<file path="config.mk">
export PLATFORM = sky130hd
export DESIGN_NAME = modpow_ctrl
export DESIGN_NICKNAME = d
export VERILOG_FILES = /design/src/rtl/modpow_ctrl.sv
export SDC_FILE = /design/constraint.sdc
export NUM_CORES = 1
export LEC_CHECK = 0
export ABC_AREA = 1
export CAP_MARGIN = 20
export CORE_ASPECT_RATIO = 1.1
export CORE_MARGIN = 5
export CORE_UTILIZATION = 40
export CTS_CLUSTER_DIAMETER = 150
export DETAILED_ROUTE_END_ITERATION = 6
export PLACE_DENSITY = 0.89
export SYNTH_ARGS = -nofsm -noshare
export SYNTH_HDL_FRONTEND = slang
export SYNTH_SLANG_ARGS = --single-unit
</file>
<file path="constraint.sdc">
create_clock -name sys_clk -period 1.45 [get_ports sys_clk]
set_clock_uncertainty 0.2 [all_clocks]
set_input_delay 0.145 -clock sys_clk [delete_from_list [all_inputs] [get_ports sys_clk]]
set_output_delay 0.145 -clock sys_clk [all_outputs]
set_load 0.005 [all_outputs]
</file>
<file path="src/rtl/modpow_ctrl.sv">
// rtl/modpow_ctrl.sv - 2^p mod q controller driving external square and divide units
module modpow_ctrl #(
   parameter int PW     = 8,
   parameter int SQ_LAT = 1
) (
   input  logic          sys_clk,
   input  logic          sys_rst_n,
   input  logic          start,
   input  logic [PW-1:0] p,
   input  logic [14:0]   q,
   output logic          busy,
   output logic          done,
   output logic [14:0]   residue,
   output logic          is_factor,
   output logic          err,
   output logic [14:0]   sq_x,
   input  logic [29:0]   sq_y,
   output logic          div_start,
   output logic [31:0]   div_num,
   output logic [31:0]   div_den,
   input  logic [31:0]   div_rem,
   input  logic          div_finished
);

   typedef enum logic [2:0] {
      S_IDLE,
      S_LOAD,
      S_SQUARE,
      S_DIV_START,
      S_DIV_WAIT,
      S_NEXT,
      S_DONE
   } state_t;

   localparam int            IW      = (PW > 1) ? $clog2(PW) : 1;
   localparam logic [IW-1:0] I_TOP   = IW'(PW - 1);
   localparam logic [2:0]    SQ_LAST = 3'(SQ_LAT - 1);

   state_t        state_q, state_d;
   logic [PW-1:0] p_q, p_d;
   logic [14:0]   q_q, q_d;
   logic [14:0]   r_q, r_d;
   logic [IW-1:0] i_q, i_d;
   logic [2:0]    cnt_q, cnt_d;
   logic [31:0]   num_q, num_d;
   logic [14:0]   residue_q, residue_d;
   logic          is_factor_q, is_factor_d;
   logic          err_q, err_d;

   // The remainder never exceeds q, so only the low 15 bits carry information.
   logic unused_rem_bits;
   assign unused_rem_bits = ^div_rem[31:15];

   // State and datapath registers; reset drops everything back to a quiet IDLE.
   always_ff @(posedge sys_clk or negedge sys_rst_n) begin
      if (!sys_rst_n) begin
         state_q     <= S_IDLE;
         p_q         <= '0;
         q_q         <= '0;
         r_q         <= '0;
         i_q         <= '0;
         cnt_q       <= '0;
         num_q       <= '0;
         residue_q   <= '0;
         is_factor_q <= 1'b0;
         err_q       <= 1'b0;
      end else begin
         state_q     <= state_d;
         p_q         <= p_d;
         q_q         <= q_d;
         r_q         <= r_d;
         i_q         <= i_d;
         cnt_q       <= cnt_d;
         num_q       <= num_d;
         residue_q   <= residue_d;
         is_factor_q <= is_factor_d;
         err_q       <= err_d;
      end
   end

   // Square-and-multiply, MSB first: r = r^2 (times 2 when the exponent bit is set) mod q.
   always_comb begin
      state_d     = state_q;
      p_d         = p_q;
      q_d         = q_q;
      r_d         = r_q;
      i_d         = i_q;
      cnt_d       = cnt_q;
      num_d       = num_q;
      residue_d   = residue_q;
      is_factor_d = is_factor_q;
      err_d       = err_q;
      case (state_q)
         S_IDLE: begin
            if (start) begin
               p_d     = p;
               q_d     = q;
               state_d = S_LOAD;
            end
         end
         S_LOAD: begin
            if (q_q == 15'd0) begin
               err_d       = 1'b1;
               residue_d   = 15'd0;
               is_factor_d = 1'b0;
               state_d     = S_DONE;
            end else begin
               // Anything mod 1 is 0, so seed r with 1 mod q rather than plain 1.
               r_d     = (q_q == 15'd1) ? 15'd0 : 15'd1;
               i_d     = I_TOP;
               cnt_d   = 3'd0;
               state_d = S_SQUARE;
            end
         end
         S_SQUARE: begin
            if (cnt_q == SQ_LAST) begin
               // r < 2^15 keeps the doubled square below 2^31.
               num_d   = p_q[i_q] ? {1'b0, sq_y, 1'b0} : {2'b0, sq_y};
               state_d = S_DIV_START;
            end else begin
               cnt_d = cnt_q + 3'd1;
            end
         end
         S_DIV_START: begin
            state_d = S_DIV_WAIT;
         end
         S_DIV_WAIT: begin
            if (div_finished) begin
               r_d     = div_rem[14:0];
               state_d = S_NEXT;
            end
         end
         S_NEXT: begin
            if (i_q == '0) begin
               residue_d   = r_q;
               is_factor_d = (r_q == 15'd1);
               err_d       = 1'b0;
               state_d     = S_DONE;
            end else begin
               i_d     = i_q - IW'(1);
               cnt_d   = 3'd0;
               state_d = S_SQUARE;
            end
         end
         S_DONE: begin
            state_d = S_IDLE;
         end
         default: begin
            state_d = S_IDLE;
         end
      endcase
   end

   assign busy      = (state_q != S_IDLE) && (state_q != S_DONE);
   assign done      = (state_q == S_DONE);
   assign div_start = (state_q == S_DIV_START);
   assign sq_x      = (state_q == S_SQUARE) ? r_q : 15'd0;
   assign div_num   = num_q;
   assign div_den   = {17'b0, q_q};
   assign residue   = residue_q;
   assign is_factor = is_factor_q;
   assign err       = err_q;

endmodule
</file>
==> impl_metrics.json <==
{
  "area_growth_pct": 76.1,
  "overflow": 0,
  "cap_violations": 0,
  "p_leak_nw": 4.22,
  "slowest_stage": "dfrtp_1",
  "slowest_delay_ns": 0.40,
  "drc": 0,
  "row_count": 41,
  "clockBufferDepth": 2,
  "yosysWarnings": 0,
  "worst-path-buf-inv": 5,
  "hold_path.class": "primary input to async pin",
  "final_layout_size_suffix_gt1_share_pct": 35.4,
  "place.gp.congestion": 0.855,
  "port_buffers": 152,
  "syn_inst": 584,
  "cts.clk_slew.worst_paths_ns": 0.06,
  "htreeDepth": 3,
  "critical_path_class": "flip-flop to output pin",
  "cts_tree": "done",
  "grt_setup_unrepaired": "true",
  "fmax_ghz": 0.533,
  "cp.arrival_ns": 1.53,
  "detail-route-antenna-nets": 0,
  "power_density_nw_per_um2": 1910,
  "synthFlopType": "dfrtp_1",
  "wl_mm": 16.6,
  "layout.nets": 922,
  "die_width_um": 114,
  "clkLatencyLatePin_ns": 0.35,
  "antenna_found_initial": 1,
  "async_flop_share_pct": 100,
  "cp_num_cells": 7,
  "hold_viol": 0,
  "first_iter_violations": 320,
  "start_util_pct": 40.9,
  "grt_pass1_wl_mm": 23.5,
  "dp_hpwl_mm": 9.73,
  "required_ns": 1.11,
  "tns_ns": -36.65,
  "vias": 4944,
  "dieArea_um2": 14100,
  "synth_top_area_share_pct": 50.4,
  "fin_util_pct": 72.0,
  "cp_max_fo": 5,
  "die_y_um": 124,
  "regToRegSetupSlack_ns": -0.41,
  "cpLargestDelayFamily": "buffers and inverters",
  "dr.pass1.iters": 7,
  "stdcell_count": 985,
  "setup_viol": 112,
  "synth-edff-count": 0,
  "core-area_um2": 11500,
  "ys_top_cells_by_area": "dfrtp_1 (50%), nand2_1 (14%), nand3_1 (9.1%)",
  "post-route-period-util_pct": 129,
  "worstReg2RegEnd": "q_q[2]",
  "synth.most_common_cell": "nand2_1",
  "cts_buffers": 9,
  "synth_seq_cells": 95,
  "io_pins": 188,
  "timing.hold.ws_ns": 0.139,
  "wl_per_cell_um": 16.8,
  "clockRootBuffer": "clkbuf_16",
  "grtUsageTotal_pct": 21.0,
  "synth_common_cells": "nand2_1 (178), dfrtp_1 (95), nand3_1 (86)",
  "r2r_start": "state_q[0]",
  "dp_cells": 923,
  "post-route-min-period_ns": 1.87,
  "violations": "negative setup slack",
  "worstRegToRegCells": 8,
  "peakVddDrop_mv": 1.08,
  "cts_sinks": 95,
  "viasPerCell": 5.02,
  "status": "finished, violations left",
  "yosysTopAreaCell": "dfrtp_1",
  "n_fill_cell": 790,
  "grt_max_degree": 57,
  "finalMaxSlewViolations": 0,
  "netlist_area_um2": 4720,
  "worst_path_most_repeated_cell": "buf_6",
  "cp_cell_sequence": "buf_6, inv_6, nand3_4, buf_4, buf_6, nor2_1, buf_2",
  "start_kind": "flip-flop",
  "ys_seq_area_share_pct": 50.4,
  "avgSynthCellArea_um2": 8.08,
  "synth_cell_types": 28,
  "grt_pass1_vias": 4785,
  "worst_slack_ns": -0.425,
  "end_kind": "output pin"
}
-- final cells by class --
| class | instances | area (um2) | share of cell area (%) |
|---|---|---|---|
| clock buffers | 11 | 233 | 2.80 |
| diodes | 1 | 2.50 | 0.0301 |
| repair inverters | 1 | 11.3 | 0.135 |
| multi-input cells | 393 | 2510 | 30.2 |
| well taps | 150 | 188 | 2.26 |
| clock inverters | 5 | 81.3 | 0.978 |
| repair buffers | 257 | 2600 | 31.2 |
| flip-flops and latches | 95 | 2380 | 28.6 |
| inverters | 72 | 308 | 3.70 |
-- report_power, final --
part | internal, W | leakage (nW) | switching [W] | total (W)
Combinational | 0.00451 | 2.89 | 0.00457 | 0.00908
Clock | 0.00152 | 0.150 | 0.00102 | 0.00253
Sequential | 0.00364 | 1.19 | 0.000591 | 0.00424
-- how the worst max path moves through the flow --
| stage | startpoint | to |
|---|---|---|
| after floorplan | q_q[3] | residue[10] |
| after CTS | state_q[0] | busy |
| after global routing | state_q[0] | sq_x[10] |
| final | state_q[0] | sq_x[10] |
| after detailed placement | state_q[2] | sq_x[9] |
| after global placement | state_q[2] | sq_x[4] |
-- state kept, by name, indices dropped and copies added (netlist names) --
| signal | count |
|---|---|
| cnt_q | 3 |
| div_num | 31 |
| err | 1 |
| i_q | 3 |
| is_factor | 1 |
| p_q | 8 |
| q_q | 15 |
| r_q | 15 |
| residue | 15 |
| state_q | 3 |
-- logic make-up after synthesis --
family	Yosys count	share of synthesized area, %
AND/OR/NAND/NOR	326	30.1
buffers and inverters	114	12.0
other	1	0.0794
multiplexers	12	2.86
adder cells (fa/ha/maj)	4	1.06
flip-flops	95	50.4
AO/OA/AOI/OAI	31	3.31
XOR/XNOR	1	0.186
-- routing by layer --
layer  share of wire (%)  global-route usage, %  wire [um]  up-vias
met3                 5.2                   2.62        864       81
li1                    -                      -          -     2300
met5                   0                      0          0        -
met1                  35                   23.7       5740     2356
met2                  55                   38.0       9030      207
met4                 5.6                   12.4        920        0
-- layout by cell type, fill, tap and decap left out, types with 4 or more instances in the layout --
cell and n:
a21oi_2 8, buf_12 16, buf_16 5, buf_2 18, buf_4 57, buf_6 23, clkbuf_16 12, clkdlybuf4s15_1 13
clkdlybuf4s50_1 70, conb_1 18, dfrtp_1 93, dlygate4sd2_1 48, inv_1 62, inv_4 4, mux2_2 12, nand2_1 134
nand2_2 36, nand2_4 7, nand2_8 6, nand3_1 67, nand3_2 19, nand3_4 5, nor2_1 14, nor2_2 7
nor2_4 22, o21ai_1 4, o21ai_2 12
-- through the flow --
stage	power (W)	setup slack, ns	cell area, um2
2_1_floorplan	0.00745	-0.0797	4810
3_3_place_gp	0.0107	-0.249	6820
3_5_place_dp	0.0109	-0.305	6820
4_1_cts	0.0146	-0.332	7690
5_1_grt	0.0168	-0.486	8310
6_report	0.0158	-0.425	8310
-- worst min-delay path: stages --
cell and delay (ns):
dlygate4sd3_1 0.54, buf_4 0.14, buf_12 0.22
-- repair_timing --
action	CTS	global route
pin swaps	27	41
hold buffers	1	0
cloned	7	5
hold endpoints to repair	95	0
buffers inserted	24	9
endpoints found under the setup margin	174	114
resized for setup	261	116
Power figures use the tool's default switching activity.
